## config.mk

```make
export PLATFORM = sky130hd
export DESIGN_NAME = debug_run_ctrl
export DESIGN_NICKNAME = d
export VERILOG_FILES = /design/src/rtl/debug_run_ctrl.sv
export SDC_FILE = /design/constraint.sdc
export NUM_CORES = 1
export LEC_CHECK = 0
export ABC_AREA = 1
export CORE_MARGIN = 10
export CORE_UTILIZATION = 52
export DETAILED_ROUTE_END_ITERATION = 8
export PLACE_DENSITY_LB_ADDON = 0.1
export SYNTH_ARGS = -nofsm -noshare
export SYNTH_HDL_FRONTEND = slang
export SYNTH_SLANG_ARGS = --single-unit
export TNS_END_PERCENT = 50
```

## constraint.sdc

```tcl
create_clock -name clk -period 5.5 [get_ports clk]
set_clock_uncertainty 0.1 [all_clocks]
set_input_delay 1.1 -clock clk [delete_from_list [all_inputs] [get_ports clk]]
set_output_delay 1.1 -clock clk [all_outputs]
set_load 0.01 [all_outputs]
```

## src/rtl/debug_run_ctrl.sv

```systemverilog
// CPU run controller: gates the CPU clock enable for halt, free run, debounced single step and counted burst.
// cpu_en is combinational from registered state; step press to pulse takes 2 + DB_CYCLES + 1 clocks.
module debug_run_ctrl #(
  parameter int DB_CYCLES = 200000
) (
  input  logic        clk,
  input  logic        rst,
  input  logic        run_sw,
  input  logic        step_btn,
  input  logic        cnt_load,
  input  logic [15:0] cnt_val,
  input  logic        halt_req,
  input  logic        bp_en,
  input  logic [31:0] bp_addr,
  input  logic [31:0] pc,
  output logic        cpu_en,
  output logic [1:0]  state,
  output logic        bp_hit,
  output logic [15:0] burst_left,
  output logic [31:0] step_cnt
);

  localparam int CW = (DB_CYCLES > 2) ? $clog2(DB_CYCLES) : 1;
  localparam logic [CW-1:0] DB_LAST = CW'(DB_CYCLES - 1);

  typedef enum logic [1:0] {
    IDLE  = 2'b00,
    RUN   = 2'b01,
    STEP  = 2'b10,
    BURST = 2'b11
  } state_t;

  state_t        st;
  logic          sync1, sync2;
  logic          db_level, db_prev;
  logic [CW-1:0] db_cnt;
  logic          bp_skip;
  logic          step_edge;
  logic          bp_raw, bp_match, bp_set;

  assign state     = st;
  assign step_edge = db_level & ~db_prev;
  assign bp_raw    = bp_en && (pc == bp_addr);
  // The skip lets a resumed run execute the instruction it previously stopped on.
  assign bp_match  = bp_raw & ~bp_skip;
  assign bp_set    = ~halt_req & (((st == RUN) & bp_match) | ((st == BURST) & bp_raw));

  always_comb begin
    cpu_en = 1'b0;
    unique case (st)
      IDLE:    cpu_en = 1'b0;
      RUN:     cpu_en = ~bp_match & ~halt_req;
      STEP:    cpu_en = ~halt_req;
      BURST:   cpu_en = ~bp_raw & ~halt_req;
      default: cpu_en = 1'b0;
    endcase
  end

  always_ff @(posedge clk or negedge rst) begin
    if (!rst) begin
      sync1    <= 1'b0;
      sync2    <= 1'b0;
      db_level <= 1'b0;
      db_prev  <= 1'b0;
      db_cnt   <= '0;
    end else begin
      sync1   <= step_btn;
      sync2   <= sync1;
      db_prev <= db_level;
      if (sync2 == db_level) begin
        db_cnt <= '0;
      end else if (db_cnt == DB_LAST) begin
        db_level <= sync2;
        db_cnt   <= '0;
      end else begin
        db_cnt <= db_cnt + 1'b1;
      end
    end
  end

  always_ff @(posedge clk or negedge rst) begin
    if (!rst) begin
      st         <= IDLE;
      bp_skip    <= 1'b0;
      bp_hit     <= 1'b0;
      burst_left <= '0;
      step_cnt   <= '0;
    end else begin
      step_cnt <= step_cnt + {31'b0, cpu_en};
      if (bp_set)
        bp_hit <= 1'b1;
      else if (!run_sw)
        bp_hit <= 1'b0;

      unique case (st)
        IDLE: begin
          if (!halt_req) begin
            if (run_sw && !bp_hit) begin
              st      <= RUN;
              bp_skip <= 1'b1;
            end else if (cnt_load && (cnt_val != 16'd0)) begin
              st         <= BURST;
              burst_left <= cnt_val;
            end else if (step_edge) begin
              st <= STEP;
            end
          end
        end
        RUN: begin
          bp_skip <= 1'b0;
          if (halt_req || bp_match || !run_sw)
            st <= IDLE;
        end
        STEP: st <= IDLE;
        BURST: begin
          if (halt_req || bp_raw) begin
            st         <= IDLE;
            burst_left <= '0;
          end else begin
            burst_left <= burst_left - 16'd1;
            if (burst_left == 16'd1)
              st <= IDLE;
          end
        end
        default: st <= IDLE;
      endcase
    end
  end

endmodule

```

* Yosys cells after proc, flatten, opt, wreduce, memory -nomap -nowiden *
Cells that the tools add are included.

storage, ports and cells
  bits of input ports = 87
  register bits after elaboration = 74
  word-level logic and storage cells = 79
  output and inout bits = 52

cells by class
  reductions and logical operators = 16
  muxes and demuxes = 21
  bitwise logic cells = 14
  add/subtract/negate cells = 3
  eq/ne operators = 15

operator list
  operator                                                              count
  16-bit 2-to-1 mux                                                     4
  18-bit 2-to-1 mux                                                     2
  32-bit by 1-bit adder with 32-bit output                              1
  32-bit == test                                                        1
  16-bit one-hot mux with 2 select lines                                1
  18-bit by 1-bit adder with 18-bit output, second input constant       1
  18-bit == test, second input constant                                 1
  16-bit by 1-bit == test with 1-bit output, second input constant      1
  16-bit nonzero test                                                   1
  16-bit by 1-bit subtractor with 16-bit output, second input constant  1
  2-bit 2-to-1 mux                                                      7
  2-bit != test, second input constant                                  4
  2-bit one-hot mux with 4 select lines                                 1
  4-bit AND reduction                                                   2
  1-bit AND                                                             7
  1-bit NOT                                                             6
  2-bit == test, second input constant                                  2
  1-bit 2-to-1 mux                                                      4
  2-bit by 1-bit != test with 1-bit output, second input constant       2
  4-bit != test, second input constant                                  1
  1-bit one-hot mux with 4 select lines                                 1
  2-bit nonzero test                                                    2
  1-bit logical AND                                                     3
  1-bit logical OR                                                      3
  9 further kinds                                                       10

* Depth between registers and ports, before layout *
Gate-level depths: netlist of run 1.

  depth after elaboration = 7
  mapped depth = 21
  depth with buffers taken out = 21

* Least setup slack after synthesis of run 1 *
No wires, ideal clock.

  kind = input to register
  start point = input port pc[19]
  end point = register step_cnt[28]
  slack = 1.723 ns
  stages on the path = 19
  data arrival time = 3.550 ns
  path buffers = 0
  library setup time = 0.126 ns
  required time = 5.274 ns
  cell sequence = inv_1 > or2_2 > nand2_1 > nor2_1 > nand3_1 > nor2_1 > nand2_2 > nor2_1 > nor3_1 > ha_1 > ha_1 > nand3_2 > nor2_4 > nand4_4 > nor2_4 > nand3_2 > nor2_4 > nand4_2 > xnor2_1

between the ends
  cells in the longest elaborated chain, start to end = 7
  elaborated cells on any way between the ends = 9
  those cells by class = 1 x add/sub; 1 x eq/ne; 1 x mux; 5 x bitwise; 1 x reduce/logical

RTL lines
  what                                          line  RTL
  start: declaration                            15    input logic [31:0] pc,
  32-bit == test (*)                            43    assign bp_raw = bp_en && (pc == bp_addr);
  1-bit logical AND (*)                         43
  1-bit AND                                     45    assign bp_match = bp_raw & ~bp_skip;
  1-bit NOT                                     52    RUN: cpu_en = ~bp_match & ~halt_req;
  1-bit AND                                     52
  1-bit one-hot mux with 4 select lines (*)     50    unique case (st)
  via cpu_en                                    16    output logic cpu_en,
  32-bit by 1-bit adder with 32-bit output (*)  89    step_cnt <= step_cnt + {31'b0, cpu_en};
  end signal: assignment                        89
  end: declaration                              20    output logic [31:0] step_cnt

The timed path passes the listed nets; every way through them passes the cells marked *.
A chain may end at the register's enable or synchronous reset.

* Worst setup path after layout of run 1 *
  start point = input port pc[19]
  end point = output port cpu_en

between the ends
  cells in the longest elaborated chain, start to end = 6
  elaborated cells on any way between the ends = 8
  those cells by class = 1 x eq/ne; 1 x mux; 5 x bitwise; 1 x reduce/logical

RTL lines
  what                                       line
  32-bit == test (*)                         43
  1-bit logical AND (*)                      43
  1-bit AND                                  45
  1-bit NOT                                  52
  1-bit AND                                  52
  1-bit one-hot mux with 4 select lines (*)  50
  end: declaration                           16

Mark *: on every way between the ends. The rest lies on a longest branch, timed or not.

==> run metrics, run 1 <==
fin crit period 4.54 ns; Pwr Density 298 nW/um2; clk_lat worst skew 0.35 ns; commonest non-fill, non-tap cells in the layout nand2_1, clkdlybuf4s50_1, inv_1; fmax 220 MHz; row count 34; post-synthesis sequential area ratio 38.7%; Logic pwr share 36.8%; Leakage Power 0.00310 uW; Placement Setup Slack 0.935 ns; Max Cap Violations 0; CTS tree built; diodes inserted 0; final period utilization 82.6%; Initial Util 54.1%; DRC viols 0; via count 4769; Mapped Cells 660; WHS 0.261 ns; Setup CP Type input pin to primary output; Global Route Usage Sum 20.6%; Die W 116 um; core area 8850 um2; Syn Nets 752; clock sinks 74; clock buffer depth 2; Net Sw Power 693 uW; Post-Syn Area 4790 um2; Mean Syn Cell Area 7.25 um2; DP Wirelength 11200 um; Power Internal 1240 uW; die area 13400 um2; drt via density 5.21; CP required 4.30 ns; Congestion Overflow GR 0; Hold WC Path Type flip-flop to flip-flop; Sum Neg Setup Slack 0 ns; Area Overhead vs Synth 35.5%; Layout Nets 895; measured slew at the worst slew-check pin 0.885 ns; DR pass1 iterations 7; Reg clk slew, reported paths 0.08 ns; final setup violation count 0; layout cells sized above 1 5.82%; setup bufs post-CTS 0; CP arrival 3.34 ns; design area 6490 um2; Util after Layout 73.3%; initial antenna violation count 0; Worst IR Drop VDD 171 uV; IO Port Bufs 138; Seq pwr share 39.0%; Synth Warn # 0; RSZ-0062 raised after global routing no; setup ws final 0.956 ns; final WL 13900 um; # H-tree levels 3; Startpoint Class input pin; most common cell after layout, fill and taps aside nand2_1; status complete, no violations; fill count 708; flops & latches, synth 74; number of DRC markers in iteration 0 317; CTS Hold Bufs 0; max_slew headroom 41.0%; Placed Instance Area 6270 um2; CP max FO 18; Root Driver clkbuf_8; first-pass GRT wire length 22600 um; number of global-route vias before repair 4773; Sw Share 35.8%; CTS Buf Count 9; largest net degree at the start of global routing 70; Yosys cell types 33; CP endpoint kind primary output; I/O pins 139; Clk network pwr share 24.2%; Final Hold Viols 0; Die Span Y 116 um; post-CTS resize count 0; Routed Antenna Nets 0; Slew Limit Fails 0; placer congestion estimate 0.903; routed length per instance 15.2 um
## stage by stage
stage                     power, uW  std cells
after floorplan                1110        660
after global placement         1450        900
after detailed placement       1480        900
after CTS                      1950        915
after global routing           2060        915
final                          1940        915
## kinds of logic after synthesis
group,Yosys count,share of synthesized area [%]
compound gates,61,7.06
xor+xnor,50,9.15
fa+ha+maj,5,1.31
buf+inv,114,9.07
flops,74,38.7
simple gates,356,34.7
## critical path, stage by stage
cell,delay [ns]
clkdlybuf4s50_1,0.45
inv_1,0.04
or2_2,0.28
nand2_1,0.07
nor2_1,0.04
nand3_1,0.06
nor2_1,0.07
nand2_2,0.26
nor2_1,0.07
nor3_1,0.27
clkdlybuf4s50_1,0.62
## cells in the mapped netlist
| master | number | area [um2] |
|---|---|---|
| nor4_1 | 3 | 18.8 |
| xor2_1 | 29 | 254 |
| a21oi_1 | 38 | 190 |
| nand4_4 | 2 | 42.5 |
| dfrtp_1 | 74 | 1850 |
| nor4_2 | 1 | 12.5 |
| nand4_1 | 17 | 106 |
| nor2_2 | 4 | 25.0 |
| nor2_1 | 98 | 368 |
| nor3_4 | 1 | 16.3 |
| or2_2 | 5 | 31.3 |
| clkbuf_1 | 2 | 7.51 |
| nand2_1 | 146 | 548 |
| nand2_2 | 3 | 18.8 |
| xnor2_1 | 21 | 184 |
| o21ai_0 | 10 | 50.1 |
| and3_1 | 1 | 6.26 |
| nand4_2 | 1 | 12.5 |
| o2111ai_1 | 1 | 8.76 |
| nor3_1 | 16 | 80.1 |
| a22oi_1 | 9 | 67.6 |
| clkbuf_2 | 1 | 5.00 |
| ha_1 | 5 | 62.6 |
| nand3b_1 | 4 | 30.0 |
| buf_2 | 4 | 20.0 |
| nand3_1 | 39 | 195 |
| nor3_2 | 2 | 20.0 |
| o211ai_1 | 2 | 15.0 |
| nand3_2 | 6 | 60.1 |
| inv_1 | 107 | 402 |
| nor2_4 | 5 | 56.3 |
| a31oi_1 | 1 | 6.26 |
| nor3b_1 | 2 | 15.0 |
## power by group through the flow
stage | Sequential, uW | Clock [uW] | Combinational (uW)
floorplan | 776 | 0 | 332
global placement | 758 | 0 | 692
detailed placement | 761 | 0 | 718
CTS | 752 | 480 | 718
global route | 769 | 504 | 786
finish | 754 | 469 | 713
## metal layers
layer / up-vias / wire, um / global-route usage (%) / part of all wire [%]
met1: 2243 / 5870 / 24.9 / 42
li1: 2372 / - / - / -
met4: 0 / 142 / 4.00 / 1.0
met2: 137 / 6960 / 35.9 / 50
met5: - / 0 / 0 / 0
met3: 17 / 972 / 5.84 / 7.0
## path summary, 6_finish.rpt
check,startpoint,to,slack [ns],cells after the start
max,pc[19],cpu_en,0.96,11
min,sync1$_DFF_PN0_,sync2$_DFF_PN0_,0.26,0
max reg2reg,state[1]$_DFFE_PN0P_,step_cnt[26]$_DFF_PN0_,2.38,12
min reg2reg,sync1$_DFF_PN0_,sync2$_DFF_PN0_,0.26,0
max in group asynchronous,rst,step_cnt[24]$_DFF_PN0_,3.76,2
min in group asynchronous,rst,burst_left[5]$_DFFE_PN0P_,0.46,1
## sequential cells by signal, indices dropped and copies added (netlist names)
register	count
step_cnt	32
db_cnt	18
burst_left	16
state	2
bp_hit	1
bp_skip	1
db_level	1
db_prev	1
sync1	1
sync2	1
## area by class of cell
| class | count | area [um2] | share of cell area [%] |
|---|---|---|---|
| Timing Repair Buffer | 139 | 1380 | 21.3 |
| Multi-Input combinational cell | 472 | 2500 | 38.6 |
| Inverter | 107 | 402 | 6.19 |
| Tap cell | 108 | 135 | 2.08 |
| Clock inverter | 6 | 90.1 | 1.39 |
| Clock buffer | 9 | 124 | 1.91 |
| Sequential cell | 74 | 1850 | 28.5 |
Power figures use the tool's default switching activity.
==> run 2: changes to the inputs <==
- CORE_UTILIZATION: 52 -> 48
- clock period: 5.5 -> 4.5 ns (I/O delays scaled with it)
==> run 2 against run 1 <==
Sequential share of layout area shrank 0.16 points. Cell count increased by 3.0%. Sequential cell count unchanged. Non-clock buffer count up 1. Combinational power grew 21%. Register-to-register slack worse by 1.1 ns. Via count fell by 1.3%. Clock power rose by 18%. Cell area up 0.56%.
==> run metrics, run 2 (synthesis results as in run 1) <==
initial antenna violation count 0 (unchanged); Hold WC Path Type flip-flop to flip-flop; clock buffer depth 2 (unchanged); M1 WL 6040 um (+2.9%); layout cells sized above 1 6.06% (+0.23 points); commonest non-fill, non-tap cells in the layout nand2_1, clkdlybuf4s50_1, inv_1; CP endpoint kind primary output; die area 14400 um2 (+6.9%); row count 36 (+5.9%); measured slew at the worst slew-check pin 0.684 ns (-0.202 ns); post-CTS resize count 0 (unchanged); Global Route Usage Sum 19.2% (-1.4 points); via count 4709 (-1.3%); DR top layer met4; placer congestion estimate 0.926 (+2.5%); final setup violation count 0 (unchanged); design area 6520 um2 (+0.56%); setup bufs post-CTS 0 (unchanged); CTS Buf Count 9 (unchanged); Congestion Overflow GR 0 (unchanged); Layout Nets 896 (+0.11%); CP required 3.50 ns (-0.80 ns); Reg clk slew, reported paths 0.08 ns (about the same); Sum Neg Setup Slack 0 ns (unchanged); DR pass1 iterations 5 (-2); Slew Limit Fails 0 (unchanged); Routed Antenna Nets 0 (unchanged); Final Hold Viols 0 (unchanged); max incr delay on CP 0.63 ns (about the same); max_slew headroom 54.3% (+13 points); # H-tree levels 3 (unchanged); Largest register FFs 32 (unchanged); fmax 250 MHz; drt via density 5.00 (-4.1%); CP max FO 2 (-16); most common cell after layout, fill and taps aside nand2_1; Leakage Power 0.00310 uW (about the same); clk_lat worst skew 0.36 ns (about the same); number of global-route vias before repair 4705 (-1.4%); CTS Hold Bufs 0 (unchanged); routed length per instance 14.4 um (-5.8%); Setup CP Type input pin to primary output; largest net degree at the start of global routing 46 (-34%); IO Port Bufs 138 (unchanged); Die W 120 um (+3.4%); core area 9730 um2 (+10%); Pwr Density 358 nW/um2 (+20%); CP arrival 3.01 ns (-0.33 ns); Max Cap Violations 0 (unchanged); Worst IR Drop VDD 212 uV (+24%); first-pass GRT wire length 22900 um (+1.3%); Top reg by flops step_cnt; DP Wirelength 11000 um (-1.9%); Placed Instance Area 6310 um2 (+0.62%); met3 wire length 725 um (-25%); biggest regs step_cnt: 32 flops, db_cnt: 18 flops, burst_left: 16 flops; Area Overhead vs Synth 36.3%; RSZ-0062 raised after global routing no; Initial Util 49.2% (-4.9 points); slowest CP cell clkdlybuf4s50_1; Startpoint Class input pin; final period utilization 89.0%; Cell Chain, Critical Path clkdlybuf4s50_1 > inv_1 > or2_2 > nand2_1 > nor2_1 > nand3_1 > nor2_1 > nand3_1 > a21oi_1 > nor3_1 > clkdlybuf4s50_1; Die Span Y 120 um (+3.4%); CTS tree built; status complete, no violations; DRC viols 0 (unchanged); number of DRC markers in iteration 0 230 (-27%); final WL 13500 um (-3.0%); diodes inserted 0 (unchanged); Root Driver clkbuf_8; met2 wire length 6620 um (-4.9%); fin crit period 4.01 ns; clock sinks 74 (unchanged); I/O pins 139 (unchanged)
run 2: cell count changes in the layout (fill, tap and decap cells not counted):
cell,before,now
buf_4,1,2
clkinv_2,1,0
bufinv_16,2,1
inv_6,2,1
inv_8,0,1
clkinv_4,0,1
clkbuf_8,9,10
clkinvlp_4,1,2
run 2: critical path: cells and delay by family:
kind | cells | cell delay, ns
AOI/OAI and AO/OA | 1 | 0.07
and+or+nand+nor | 7 | 0.88
buffers and inverters | 3 | 1.15
run 2: metal layers:
| metal | track usage, % | vias up |
|---|---|---|
| li1 | - | 2378 |
| met1 | 23.9 | 2178 |
| met2 | 32.2 | 141 |
| met3 | 4.97 | 12 |
| met4 | 4.98 | 0 |
| met5 | 0 | - |
run 2: path summary, 6_finish.rpt:
kind,cells past startpoint,slack [ns],startpoint,end
worst max register to register,13,1.29,state[1]$_DFFE_PN0P_,step_cnt[28]$_DFF_PN0_
worst min-delay path,0,0.26,sync1$_DFF_PN0_,sync2$_DFF_PN0_
min in group asynchronous,1,0.46,rst,burst_left[8]$_DFFE_PN0P_
worst min register to register,0,0.26,sync1$_DFF_PN0_,sync2$_DFF_PN0_
worst max-delay path,11,0.49,bp_addr[17],cpu_en
max in group asynchronous,2,2.81,rst,db_cnt[11]$_DFF_PN0_
run 2: power breakdown:
group / total (uW) / switching [uW] / internal, uW
sequential: 916 / 135 / 781
clock: 552 / 274 / 278
combinational: 865 / 439 / 426
run 2: per-stage QoR:
| stage | total power, uW | utilization (%) | setup WS [ns] | cells | hold WS [ns] |
|---|---|---|---|---|---|
| 5_1_grt | 2480 | 67.1 | 0.332 | 942 | 0.275 |
| 6_report | 2330 | 67.1 | 0.494 | 942 | 0.261 |
| 3_5_place_dp | 1800 | 64.9 | 0.333 | 926 | 0.244 |
| 2_1_floorplan | 1350 | - | 0.923 | 660 | 0.231 |
| 3_3_place_gp | 1770 | 64.9 | 0.471 | 926 | 0.233 |
| 4_1_cts | 2350 | 67.1 | 0.481 | 942 | 0.264 |
run 2: area by class of cell:
class,count,area (um2)
fill,825,3210
clock inverter,6,73.8
clock buffer,10,138
multi-input combinational,472,2500
timing repair buffer,140,1390
sequential,74,1850
tap,133,166
inverter,107,402
